$ cat config.mk
export PLATFORM = sky130hd
export DESIGN_NAME = ro_queue
export DESIGN_NICKNAME = d
export VERILOG_FILES = /design/src/rtl/ro_queue_pkg.sv /design/src/rtl/ro_queue_opd_sel.sv /design/src/rtl/ro_queue.sv
export SDC_FILE = /design/constraint.sdc
export NUM_CORES = 2
export LEC_CHECK = 0
export ABC_AREA = 0
export CAP_MARGIN = 20
export CORE_AREA = 2 2 482 484
export DETAILED_ROUTE_END_ITERATION = 10
export DIE_AREA = 0 0 484 486
export PLACE_DENSITY_LB_ADDON = 0.3
export SLEW_MARGIN = 20
export SYNTH_ARGS = -nofsm -noshare
export SYNTH_HDL_FRONTEND = slang
export SYNTH_SLANG_ARGS = --single-unit
$ cat constraint.sdc
create_clock -name clk -period 25.1 [get_ports clk]
set_clock_uncertainty 0.2 [all_clocks]
set_input_delay 5.02 -clock clk [delete_from_list [all_inputs] [get_ports clk]]
set_output_delay 5.02 -clock clk [all_outputs]
set_load 0.05 [all_outputs]
$ cat src/rtl/ro_queue_pkg.sv
// Shared defaults and helpers for the read-operand queue.
package ro_queue_pkg;

    localparam int RO_DEF_P_ISSUE_WIDTH  = 1;
    localparam int RO_DEF_P_RO_DEPTH     = 1;
    localparam int RO_DEF_DW             = 64;
    localparam int RO_DEF_PRF_AW         = 6;
    localparam int RO_DEF_WB_W           = 2;
    localparam int RO_DEF_PAYLOAD_W      = 128;
    localparam int RO_DEF_PIPEBUF_BYPASS = 1;

    // A depth-1 queue still needs a 1-bit pointer to index its single slot.
    function automatic int ptr_w(input int p_depth);
        return (p_depth < 1) ? 1 : p_depth;
    endfunction

endpackage

$ cat src/rtl/ro_queue_opd_sel.sv
// One operand slot: writeback tag compare at enqueue, registered hit, capture mux one cycle later.
module ro_opd_sel
    import ro_queue_pkg::*;
#(
    parameter int DW   = RO_DEF_DW,
    parameter int AW   = RO_DEF_PRF_AW,
    parameter int WB_W = RO_DEF_WB_W
) (
    input  logic               clk,
    input  logic               rst,
    input  logic               en,
    input  logic               re,
    input  logic [AW-1:0]      tag,
    input  logic [WB_W-1:0]    wb_we,
    input  logic [WB_W*AW-1:0] wb_prd,
    input  logic [WB_W*DW-1:0] wb_dat,
    input  logic [DW-1:0]      prf_rdata,
    output logic [DW-1:0]      operand
);

    logic          re_d, re_q;
    logic          match_d, match_q;
    logic [DW-1:0] dat_d, dat_q;
    logic          hit;
    logic [DW-1:0] hit_dat;

    always_comb begin
        hit     = 1'b0;
        hit_dat = '0;
        // Walk from the highest port down so the lowest matching port wins.
        for (int k = WB_W - 1; k >= 0; k--) begin
            if (wb_we[k] && (wb_prd[k*AW +: AW] == tag)) begin
                hit     = 1'b1;
                hit_dat = wb_dat[k*DW +: DW];
            end
        end
        re_d    = re_q;
        match_d = match_q;
        dat_d   = dat_q;
        if (en) begin
            re_d    = re;
            match_d = re & hit;
            dat_d   = hit_dat;
        end
    end

    always_ff @(posedge clk or negedge rst) begin
        if (!rst) begin
            re_q    <= 1'b0;
            match_q <= 1'b0;
        end else begin
            re_q    <= re_d;
            match_q <= match_d;
        end
    end

    always_ff @(posedge clk) begin
        dat_q <= dat_d;
    end

    assign operand = re_q ? (match_q ? dat_q : prf_rdata) : '0;

endmodule

$ cat src/rtl/ro_queue.sv
// Read-operand queue between issue and execute: PRF read on enqueue, capture one cycle later.
module ro_queue
    import ro_queue_pkg::*;
#(
    parameter int CONFIG_P_ISSUE_WIDTH  = RO_DEF_P_ISSUE_WIDTH,
    parameter int CONFIG_P_RO_DEPTH     = RO_DEF_P_RO_DEPTH,
    parameter int CONFIG_DW             = RO_DEF_DW,
    parameter int CONFIG_PRF_AW         = RO_DEF_PRF_AW,
    parameter int CONFIG_WB_W           = RO_DEF_WB_W,
    parameter int CONFIG_PAYLOAD_W      = RO_DEF_PAYLOAD_W,
    parameter int CONFIG_PIPEBUF_BYPASS = RO_DEF_PIPEBUF_BYPASS,
    localparam int IW = 1 << CONFIG_P_ISSUE_WIDTH,
    localparam int DW = CONFIG_DW,
    localparam int AW = CONFIG_PRF_AW,
    localparam int PW = CONFIG_PAYLOAD_W,
    localparam int CW = CONFIG_P_RO_DEPTH + 1
) (
    input  logic                        clk,
    input  logic                        rst,
    input  logic                        flush,
    input  logic [IW-1:0]               a_valid,
    output logic                        a_ready,
    input  logic [IW*PW-1:0]            a_payload,
    input  logic [IW*AW-1:0]            a_prs1,
    input  logic [IW*AW-1:0]            a_prs2,
    input  logic [IW-1:0]               a_prs1_re,
    input  logic [IW-1:0]               a_prs2_re,
    output logic [IW*2-1:0]             prf_RE,
    output logic [IW*2*AW-1:0]          prf_RADDR,
    input  logic [IW*2*DW-1:0]          prf_RDATA,
    input  logic [CONFIG_WB_W-1:0]      wb_we,
    input  logic [CONFIG_WB_W*AW-1:0]   wb_prd,
    input  logic [CONFIG_WB_W*DW-1:0]   wb_dat,
    output logic [IW-1:0]               ex_valid,
    input  logic [IW-1:0]               ex_ready,
    output logic [IW*PW-1:0]            ex_payload,
    output logic [IW*DW-1:0]            ex_operand1,
    output logic [IW*DW-1:0]            ex_operand2,
    output logic [CW-1:0]               ex_count
);

    localparam int DEPTH = 1 << CONFIG_P_RO_DEPTH;
    localparam int PTRW  = ptr_w(CONFIG_P_RO_DEPTH);

    logic [PTRW-1:0]  wr_ptr_d, wr_ptr_q, rd_ptr_d, rd_ptr_q;
    logic [CW-1:0]    count_d, count_q;
    logic             cap_pend_d, cap_pend_q;
    logic [PTRW-1:0]  cap_idx_d, cap_idx_q;
    logic [DEPTH-1:0] captured_d, captured_q;

    logic [IW-1:0]    mask_mem [DEPTH];
    logic [IW*PW-1:0] pay_mem  [DEPTH];
    logic [IW*DW-1:0] opd1_mem [DEPTH];
    logic [IW*DW-1:0] opd2_mem [DEPTH];

    logic [IW*DW-1:0] cap_opd1, cap_opd2;
    logic             full, head_valid, head_capturing, head_rdy, push, pop;
    logic [IW-1:0]    head_mask;

    assign full           = (count_q == CW'(DEPTH));
    assign head_valid     = (count_q != '0);
    assign head_mask      = mask_mem[rd_ptr_q];
    assign head_capturing = cap_pend_q & (cap_idx_q == rd_ptr_q);
    assign head_rdy       = captured_q[rd_ptr_q] | head_capturing;
    assign pop            = head_valid & head_rdy & (&(ex_ready | ~head_mask));
    assign a_ready        = ~flush & (~full | ((CONFIG_PIPEBUF_BYPASS != 0) & pop));
    assign push           = (|a_valid) & a_ready;

    for (genvar i = 0; i < IW; i++) begin : g_lane
        assign prf_RE[2*i]                  = push & a_valid[i] & a_prs1_re[i];
        assign prf_RE[2*i+1]                = push & a_valid[i] & a_prs2_re[i];
        assign prf_RADDR[(2*i)*AW +: AW]    = a_prs1[i*AW +: AW];
        assign prf_RADDR[(2*i+1)*AW +: AW]  = a_prs2[i*AW +: AW];

        ro_opd_sel #(.DW(DW), .AW(AW), .WB_W(CONFIG_WB_W)) u_opd1 (
            .clk       (clk),
            .rst       (rst),
            .en        (push),
            .re        (a_valid[i] & a_prs1_re[i]),
            .tag       (a_prs1[i*AW +: AW]),
            .wb_we     (wb_we),
            .wb_prd    (wb_prd),
            .wb_dat    (wb_dat),
            .prf_rdata (prf_RDATA[(2*i)*DW +: DW]),
            .operand   (cap_opd1[i*DW +: DW])
        );

        ro_opd_sel #(.DW(DW), .AW(AW), .WB_W(CONFIG_WB_W)) u_opd2 (
            .clk       (clk),
            .rst       (rst),
            .en        (push),
            .re        (a_valid[i] & a_prs2_re[i]),
            .tag       (a_prs2[i*AW +: AW]),
            .wb_we     (wb_we),
            .wb_prd    (wb_prd),
            .wb_dat    (wb_dat),
            .prf_rdata (prf_RDATA[(2*i+1)*DW +: DW]),
            .operand   (cap_opd2[i*DW +: DW])
        );
    end

    always_comb begin
        wr_ptr_d   = wr_ptr_q;
        rd_ptr_d   = rd_ptr_q;
        cap_pend_d = push;
        cap_idx_d  = wr_ptr_q;
        captured_d = captured_q;
        if (cap_pend_q) captured_d[cap_idx_q] = 1'b1;
        // A fresh push must clear its slot even if a capture lands on it the same cycle.
        if (push) begin
            captured_d[wr_ptr_q] = 1'b0;
            wr_ptr_d = (wr_ptr_q == PTRW'(DEPTH - 1)) ? '0 : wr_ptr_q + PTRW'(1);
        end
        if (pop) rd_ptr_d = (rd_ptr_q == PTRW'(DEPTH - 1)) ? '0 : rd_ptr_q + PTRW'(1);
        count_d = count_q + CW'(push) - CW'(pop);
        if (flush) begin
            wr_ptr_d   = '0;
            rd_ptr_d   = '0;
            count_d    = '0;
            cap_pend_d = 1'b0;
        end
    end

    always_ff @(posedge clk or negedge rst) begin
        if (!rst) begin
            wr_ptr_q   <= '0;
            rd_ptr_q   <= '0;
            count_q    <= '0;
            cap_pend_q <= 1'b0;
            cap_idx_q  <= '0;
            captured_q <= '0;
        end else begin
            wr_ptr_q   <= wr_ptr_d;
            rd_ptr_q   <= rd_ptr_d;
            count_q    <= count_d;
            cap_pend_q <= cap_pend_d;
            cap_idx_q  <= cap_idx_d;
            captured_q <= captured_d;
        end
    end

    always_ff @(posedge clk) begin
        if (push) begin
            mask_mem[wr_ptr_q] <= a_valid;
            pay_mem[wr_ptr_q]  <= a_payload;
        end
        if (cap_pend_q) begin
            opd1_mem[cap_idx_q] <= cap_opd1;
            opd2_mem[cap_idx_q] <= cap_opd2;
        end
    end

    assign ex_valid    = head_valid ? head_mask : '0;
    assign ex_payload  = pay_mem[rd_ptr_q];
    assign ex_operand1 = head_capturing ? cap_opd1 : opd1_mem[rd_ptr_q];
    assign ex_operand2 = head_capturing ? cap_opd2 : opd2_mem[rd_ptr_q];
    assign ex_count    = count_q;

endmodule

# ---- Word-level counts from Yosys, hierarchy flattened
# Memories as Yosys holds them, arrays and structs flattened.
# Index checks and enable logic that the tools add are counted.
dict set report op_classes {
  mux 47
  eq_ne 10
  magnitude_cmp 5
  bitwise_logic 28
  add_sub_neg 4
  n_reduce_logical 15
}
# op count
set op_table {}
lappend op_table {{64-bit two-way mux} 16}
lappend op_table {{128-bit two-way mux} 2}
lappend op_table {{6-bit == test} 8}
lappend op_table {{1-bit two-way mux} 23}
lappend op_table {{1-bit bitwise AND} 19}
lappend op_table {{1-bit logical AND} 10}
lappend op_table {{2-bit two-way mux} 4}
lappend op_table {{1-bit by 2-bit less-than comparator with 1-bit output (second input constant)} 3}
lappend op_table {{2-bit nonzero test} 3}
lappend op_table {{2-bit NOT} 2}
lappend op_table {{2-bit bitwise OR} 2}
lappend op_table {{1-bit adder (second input constant)} 2}
lappend op_table {{2-bit by 1-bit adder with 2-bit output} 1}
lappend op_table {{2-bit bitwise AND} 1}
lappend op_table {{1-bit demux with 1-bit select} 2}
lappend op_table {{2-bit == test (second input constant)} 1}
lappend op_table {{1-bit greater-or-equal comparator (second input constant)} 2}
lappend op_table {{1-bit NOT} 2}
lappend op_table {{1-bit bitwise OR} 2}
lappend op_table {{2-bit AND reduction} 1}
lappend op_table {{2-bit OR reduction} 1}
lappend op_table {{2-bit by 1-bit subtractor with 2-bit output} 1}
lappend op_table {{1-bit == test} 1}
dict set report word_totals {
  ff_bits 272
  n_memories 4
  mem_bits_rw 1028
  inputBits 689
}
# name depth word_bits rd rd_ports_with_merged_regs write_ports line_no
set mem_list {}
lappend mem_list {pay_mem 2 256 1 0 1 ro_queue.sv:52} ;# logic [IW*PW-1:0] pay_mem [DEPTH];
lappend mem_list {opd1_mem 2 128 1 0 1 ro_queue.sv:53} ;# logic [IW*DW-1:0] opd1_mem [DEPTH];
lappend mem_list {opd2_mem 2 128 1 0 1 ro_queue.sv:54} ;# logic [IW*DW-1:0] opd2_mem [DEPTH];
lappend mem_list {mask_mem 2 2 1 0 1 ro_queue.sv:51} ;# logic [IW-1:0] mask_mem [DEPTH];

# ---- Depth between registers and ports, before layout
dict set report logic_depth {
  ltp_word 11
  ltp_mapped 12
  mapped_depth_nobuf 10
}

# ---- Cells and area by module
# Synthesis repeated with hierarchy kept, for this count alone.
dict set report unflattened {
  hier_cells 3489
  hier_area_um2 55285.5
}
# mod seq_area_each_um2 cells_per_inst area_per_inst_um2 n_inst
set by_module_without_submodules {}
lappend by_module_without_submodules {ro_queue 31069.8 2253 39960.8 1}
lappend by_module_without_submodules {ro_opd_sel 1971.9 309 3831.2 4}

# ---- Least setup slack after synthesis
# OpenSTA, ideal clock, no wires.
dict set report synth_timing {
  path_type {reg-to-reg}
  startpoint {reg cap_idx_q}
  endpoint {reg g_lane[0].u_opd1.dat_q[0], enable pin}
  path_buffers 0
  path_stages_with_launch 5
  path_slack_ns 4.970
  t_arrival_ns 19.027
  t_required_ns 23.997
  path_cell_list {dfrtp_1 and2b_1 o2bb2ai_1 a211oi_4 nor2b_1}
}
dict set report synth_via {
  elab_chain_cells 8
}
# item line_no
set synth_rtl {}
lappend synth_rtl {{start: declaration} ro_queue.sv:48} ;# logic [PTRW-1:0] cap_idx_d, cap_idx_q;
lappend synth_rtl {{start signal: assignment} ro_queue.sv:137} ;# cap_idx_q <= cap_idx_d;
lappend synth_rtl {{1-bit == test} ro_queue.sv:63} ;# assign head_capturing = cap_pend_q & (cap_idx_q == rd_ptr_q);
lappend synth_rtl {{1-bit bitwise AND} ro_queue.sv:63}
lappend synth_rtl {{1-bit bitwise OR} ro_queue.sv:64} ;# assign head_rdy = captured_q[rd_ptr_q] | head_capturing;
lappend synth_rtl {{1-bit bitwise AND (2 in a row)} ro_queue.sv:65} ;# assign pop = head_valid & head_rdy & (&(ex_ready | ~head_mask));
lappend synth_rtl {{1-bit bitwise OR} ro_queue.sv:66} ;# assign a_ready = ~flush & (~full | ((CONFIG_PIPEBUF_BYPASS != 0) & pop));
lappend synth_rtl {{1-bit bitwise AND} ro_queue.sv:66}
lappend synth_rtl {{named net a_ready} ro_queue.sv:22} ;# output logic a_ready,
lappend synth_rtl {{1-bit bitwise AND} ro_queue.sv:67} ;# assign push = (|a_valid) & a_ready;
lappend synth_rtl {{end signal: assignment} ro_queue_opd_sel.sv:58} ;# dat_q <= dat_d;
lappend synth_rtl {{end: declaration} ro_queue_opd_sel.sv:23} ;# logic [DW-1:0] dat_d, dat_q;
# The timed path passes the listed nets, and every way through them passes these cells.
# A chain may end at the register's enable or synchronous reset.

# ---- Final worst setup path
dict set report layout_timing {
  startpoint {in ex_ready[1]}
  endpoint {out prf_RE[0]}
}
dict set report layout_via {
  elab_chain_cells 8
}
# item line_no
set layout_rtl {}
lappend layout_rtl {{start: declaration} ro_queue.sv:35} ;# input logic [IW-1:0] ex_ready,
lappend layout_rtl {{2-bit bitwise OR} ro_queue.sv:65}
lappend layout_rtl {{2-bit AND reduction} ro_queue.sv:65}
lappend layout_rtl {{1-bit bitwise AND} ro_queue.sv:65}
lappend layout_rtl {{1-bit bitwise OR} ro_queue.sv:66}
lappend layout_rtl {{1-bit bitwise AND} ro_queue.sv:66}
lappend layout_rtl {{1-bit bitwise AND} ro_queue.sv:67}
lappend layout_rtl {{1-bit bitwise AND (2 in a row)} ro_queue.sv:70} ;# assign prf_RE[2*i] = push & a_valid[i] & a_prs1_re[i];
lappend layout_rtl {{end: declaration} ro_queue.sv:28} ;# output logic [IW*2-1:0] prf_RE,
# Every way passes these cells.

==> summary.txt <==
Job
  – Maxcap violations: 0

Pwr
  – Internal power: 5290 uW
  – P_sw: around 3900 uW
  – Clock network fraction of total power: 24.5%
  – Seq pwr share: between 30% and 40%
  – Maximum vdd drop: 66.9 uV
  – Power per cell area: approximately 120 nW/um^2
  – Combinational cell fraction of total power: 43.5%
  – Sw frac: between 40% and 50%
  – Lkg Pwr: about 0.025 uW

Floorplanning
  – CORE AREA: approximately 230000 sq um
  – Starting density of the core: around 24%
  – Row Count: roughly 180
  – Die area: 235000 sq um
  – Vert. Die Dim: 486 um
  – DIE WIDTH: between 400 and 500 um
  – I/O pin count: approximately 1200

Outcome
  – Status: complete, no violations

Clock tree
  – CTS H-tree depth: 4
  – TritonCTS buffer count: 156
  – CTS Buffer Depth: 3
  – Clk_lat worst skew: ~800 ps
  – Cts hold-fix bufs: 0
  – CTS tree: done
  – Clk root buf: clkbuf_16
  – Reg clk slew, reported paths: ~60 ps
  – Post-CTS sizing: 0
  – Post-CTS Setup Repair Bufs: 0
  – Num Clock Sinks: between 1000 and 1500

STA
  – Max-slew violation count: 0
  – Hold Fails Final Rpt: 0
  – Max Clk Rate: 0.0771 GHz
  – Fin crit period: ~13000 ps
  – RSZ-0062 raised after global routing: false
  – Slew margin rel.: between 20% and 30%
  – Tightest Pin Transition: between 1000 and 1500 ps
  – Setup TNS: 0 ps
  – Final setup violation count: 0
  – Final period util: around 52%

Place
  – Number of I/O port buffers: 1233
  – Detailed placement HPWL: 182000 um
  – Area post-placement: 70900 sq um
  – Routability cong.: slightly above 0.9

Synth
  – Distinct cells, synth: 36
  – Seq/Total Area, Yosys: slightly above 70%
  – Most common cell in the netlist: edfxtp_1
  – YS warnings: 0
  – Area leader, netlist: edfxtp_1
  – Synth Instances: approximately 3500
  – Ys async rst share: between 1 and 1.5%
  – FF+latch count, synth: 1300
  – Synthesized area per cell: about 16 sq um
  – Post-synth EDFFs: approximately 1300
  – Top post-synthesis cells by area: edfxtp_1 70%, mux2i_1 9.3%, mux2_2 5.2%
  – Synth Cell Area: approximately 55000 sq um
  – Most used DFF post-synth: edfxtp_1
  – Syn Nets: 4171
  – Top-area cell type share of the netlist area: between 60% and 70%
  – Synth cell count leaders: 1284 x edfxtp_1, 512 x mux2i_1, 271 x nor2_1, 262 x nor2b_1, 257 x a21oi_1

Detailed routing
  – Vias per inst: approximately 4.5
  – DRT Wirelength: 248000 um
  – WL/cell: 31.4 um
  – DRC Markers: 0
  – Vias: 35800
  – DRT iter0 DRCs: between 2000 and 3000
  – Drt first pass iters: 6
  – DRT antenna net count: 0

Setup path
  – Worst Reg-to-Reg Cells: 9
  – Critical path launch point type: primary input
  – R2r endpoint: pay_mem[1][170]
  – Worst Path Arrival: just under 8000 ps
  – Flop-to-flop setup slack: between 15000 and 20000 ps
  – Worst Path Required: 19880 ps
  – CP Capture Point: prf_RE[0]
  – CP endpoint kind: output port
  – Crit Path Category: in -> out
  – Setup crit start: ex_ready[1]
  – R2R Path Start: rd_ptr_q
  – Top fanout value on the critical path: 7

Layout
  – Area growth syn-to-layout: 37.5%
  – Proportion of layout cells with a drive suffix above 1: 11.6%
  – Final instance area: roughly 76000 sq um
  – # nets final: between 5000 and 6000

Hold path
  – Hold crit path type: reg -> reg

Global routing
  – GR Overflow Total: 0
  – Largest net degree at the start of global routing: between 150 and 200
  – GR Util met2: between 30% and 40%
  – Vias in the first global route: about 36000
  – First-pass GRT wire length: ~330000 um
  – Met3 usage: 8.23%
  – GRT Overall Usage: just over 20%
  – Initial antenna violation count: 131
  – Busiest layer in global routing: met2
  – Met1 usage: a little under a quarter
## sequential cells by signal (all words and copies together), names as in the netlist
register and flops:
ex_count 2, opd2_mem 256, cap_idx_d 1, g_lane.u_opd1.match_q 2, pay_mem 512, captured_q 2
opd1_mem 256, rd_ptr_q 1, cap_idx_q 1, g_lane.u_opd1.re_q 2, g_lane.u_opd2.match_q 2, mask_mem 4
g_lane.u_opd1.dat_q 128, cap_pend_q 1, g_lane.u_opd2.re_q 2, g_lane.u_opd2.dat_q 128
## cells by family (layout without fill, tap and decap cells)
group                    count (synthesis)  in the layout  share of synthesized area (%)
buffers and inverters                  260           1591                           2.34
flip-flops                            1300           1300                           70.5
XOR/XNOR                                52             52                          0.824
AO/OA/AOI/OAI                          522            522                           6.52
AND/OR/NAND/NOR                        574            574                           5.25
multiplexers                           770            770                           14.6
adder cells (fa/ha/maj)                  2              2                         0.0452
other                                    0             52                              0
## layout by cell type, fill, tap and decap left out, drive strengths merged, types with 9 or more instances in the layout
| master | Yosys | routed |
|---|---|---|
| a21oi | 257 | 257 |
| a22o | 256 | 256 |
| buf | 203 | 65 |
| bufinv | 0 | 9 |
| clkbuf | 49 | 198 |
| clkdlybuf4s50 | 0 | 1232 |
| clkinv | 0 | 71 |
| dfrtp | 16 | 16 |
| diode | 0 | 52 |
| edfxtp | 1284 | 1284 |
| inv | 8 | 14 |
| mux2 | 256 | 256 |
| mux2i | 514 | 514 |
| nand2 | 13 | 13 |
| nor2 | 271 | 271 |
| nor2b | 262 | 262 |
| xnor2 | 27 | 27 |
| xor2 | 25 | 25 |
## metal layers
metal	share of wire (%)	wire length [um]	vias to the layer above
met1	37	91900	18000
li1	-	-	15800
met2	49	122000	1466
met4	3.7	9110	110
met3	9.7	23900	417
met5	0.29	716	-
## final cells by class
cell class / instances / area [sq um]
multi-input cells: 1920 / 15100
fillers: 22500 / 153000
clock buffers: 198 / 4130
flip-flops and latches: 1300 / 39000
clock inverters: 88 / 905
well taps: 3026 / 3790
inverters: 8 / 30.0
repair buffers: 1297 / 12900
diodes: 52 / 130
## power by group through the flow
stage,Combinational (uW),Clock [uW],Sequential (uW)
after floorplan,2460,0,3040
after global placement,4030,0,2970
after detailed placement,4030,0,2980
after CTS,4050,2310,2940
after global routing,4140,2380,2960
final,3990,2250,2930
## critical path: stages
cell	delay [ps]
clkdlybuf4s50_1	530
or3b_1	140
o32ai_2	90
a211oi_4	740
nand3_1	280
inv_1	120
clkdlybuf4s50_1	800
## how the worst min path moves through the flow
stage                        from            end  cells past startpoint
floorplan               cap_idx_d      cap_idx_q                      0
global placement    captured_q[0]  captured_q[0]                      2
detailed placement  captured_q[1]  captured_q[1]                      2
CTS                 captured_q[1]  captured_q[1]                      2
global route        captured_q[0]  captured_q[0]                      2
finish              captured_q[0]  captured_q[0]                      2
## metrics by stage
| step | total power (uW) | cells | utilization, % | setup slack (ps) | hold WS, ps |
|---|---|---|---|---|---|
| finish | 9170 | 7889 | 33.1 | 12120 | 304 |
| global route | 9490 | 7865 | 33.1 | 12030 | 370 |
| CTS | 9290 | 7837 | 33.1 | 12130 | 310 |
| detailed placement | 7010 | 7551 | 30.9 | 12130 | 296 |
| global placement | 7000 | 7551 | 30.9 | 12090 | 285 |
| floorplan | 5500 | 3480 | - | 4970 | 214 |
(Power assumes the default switching activity.)
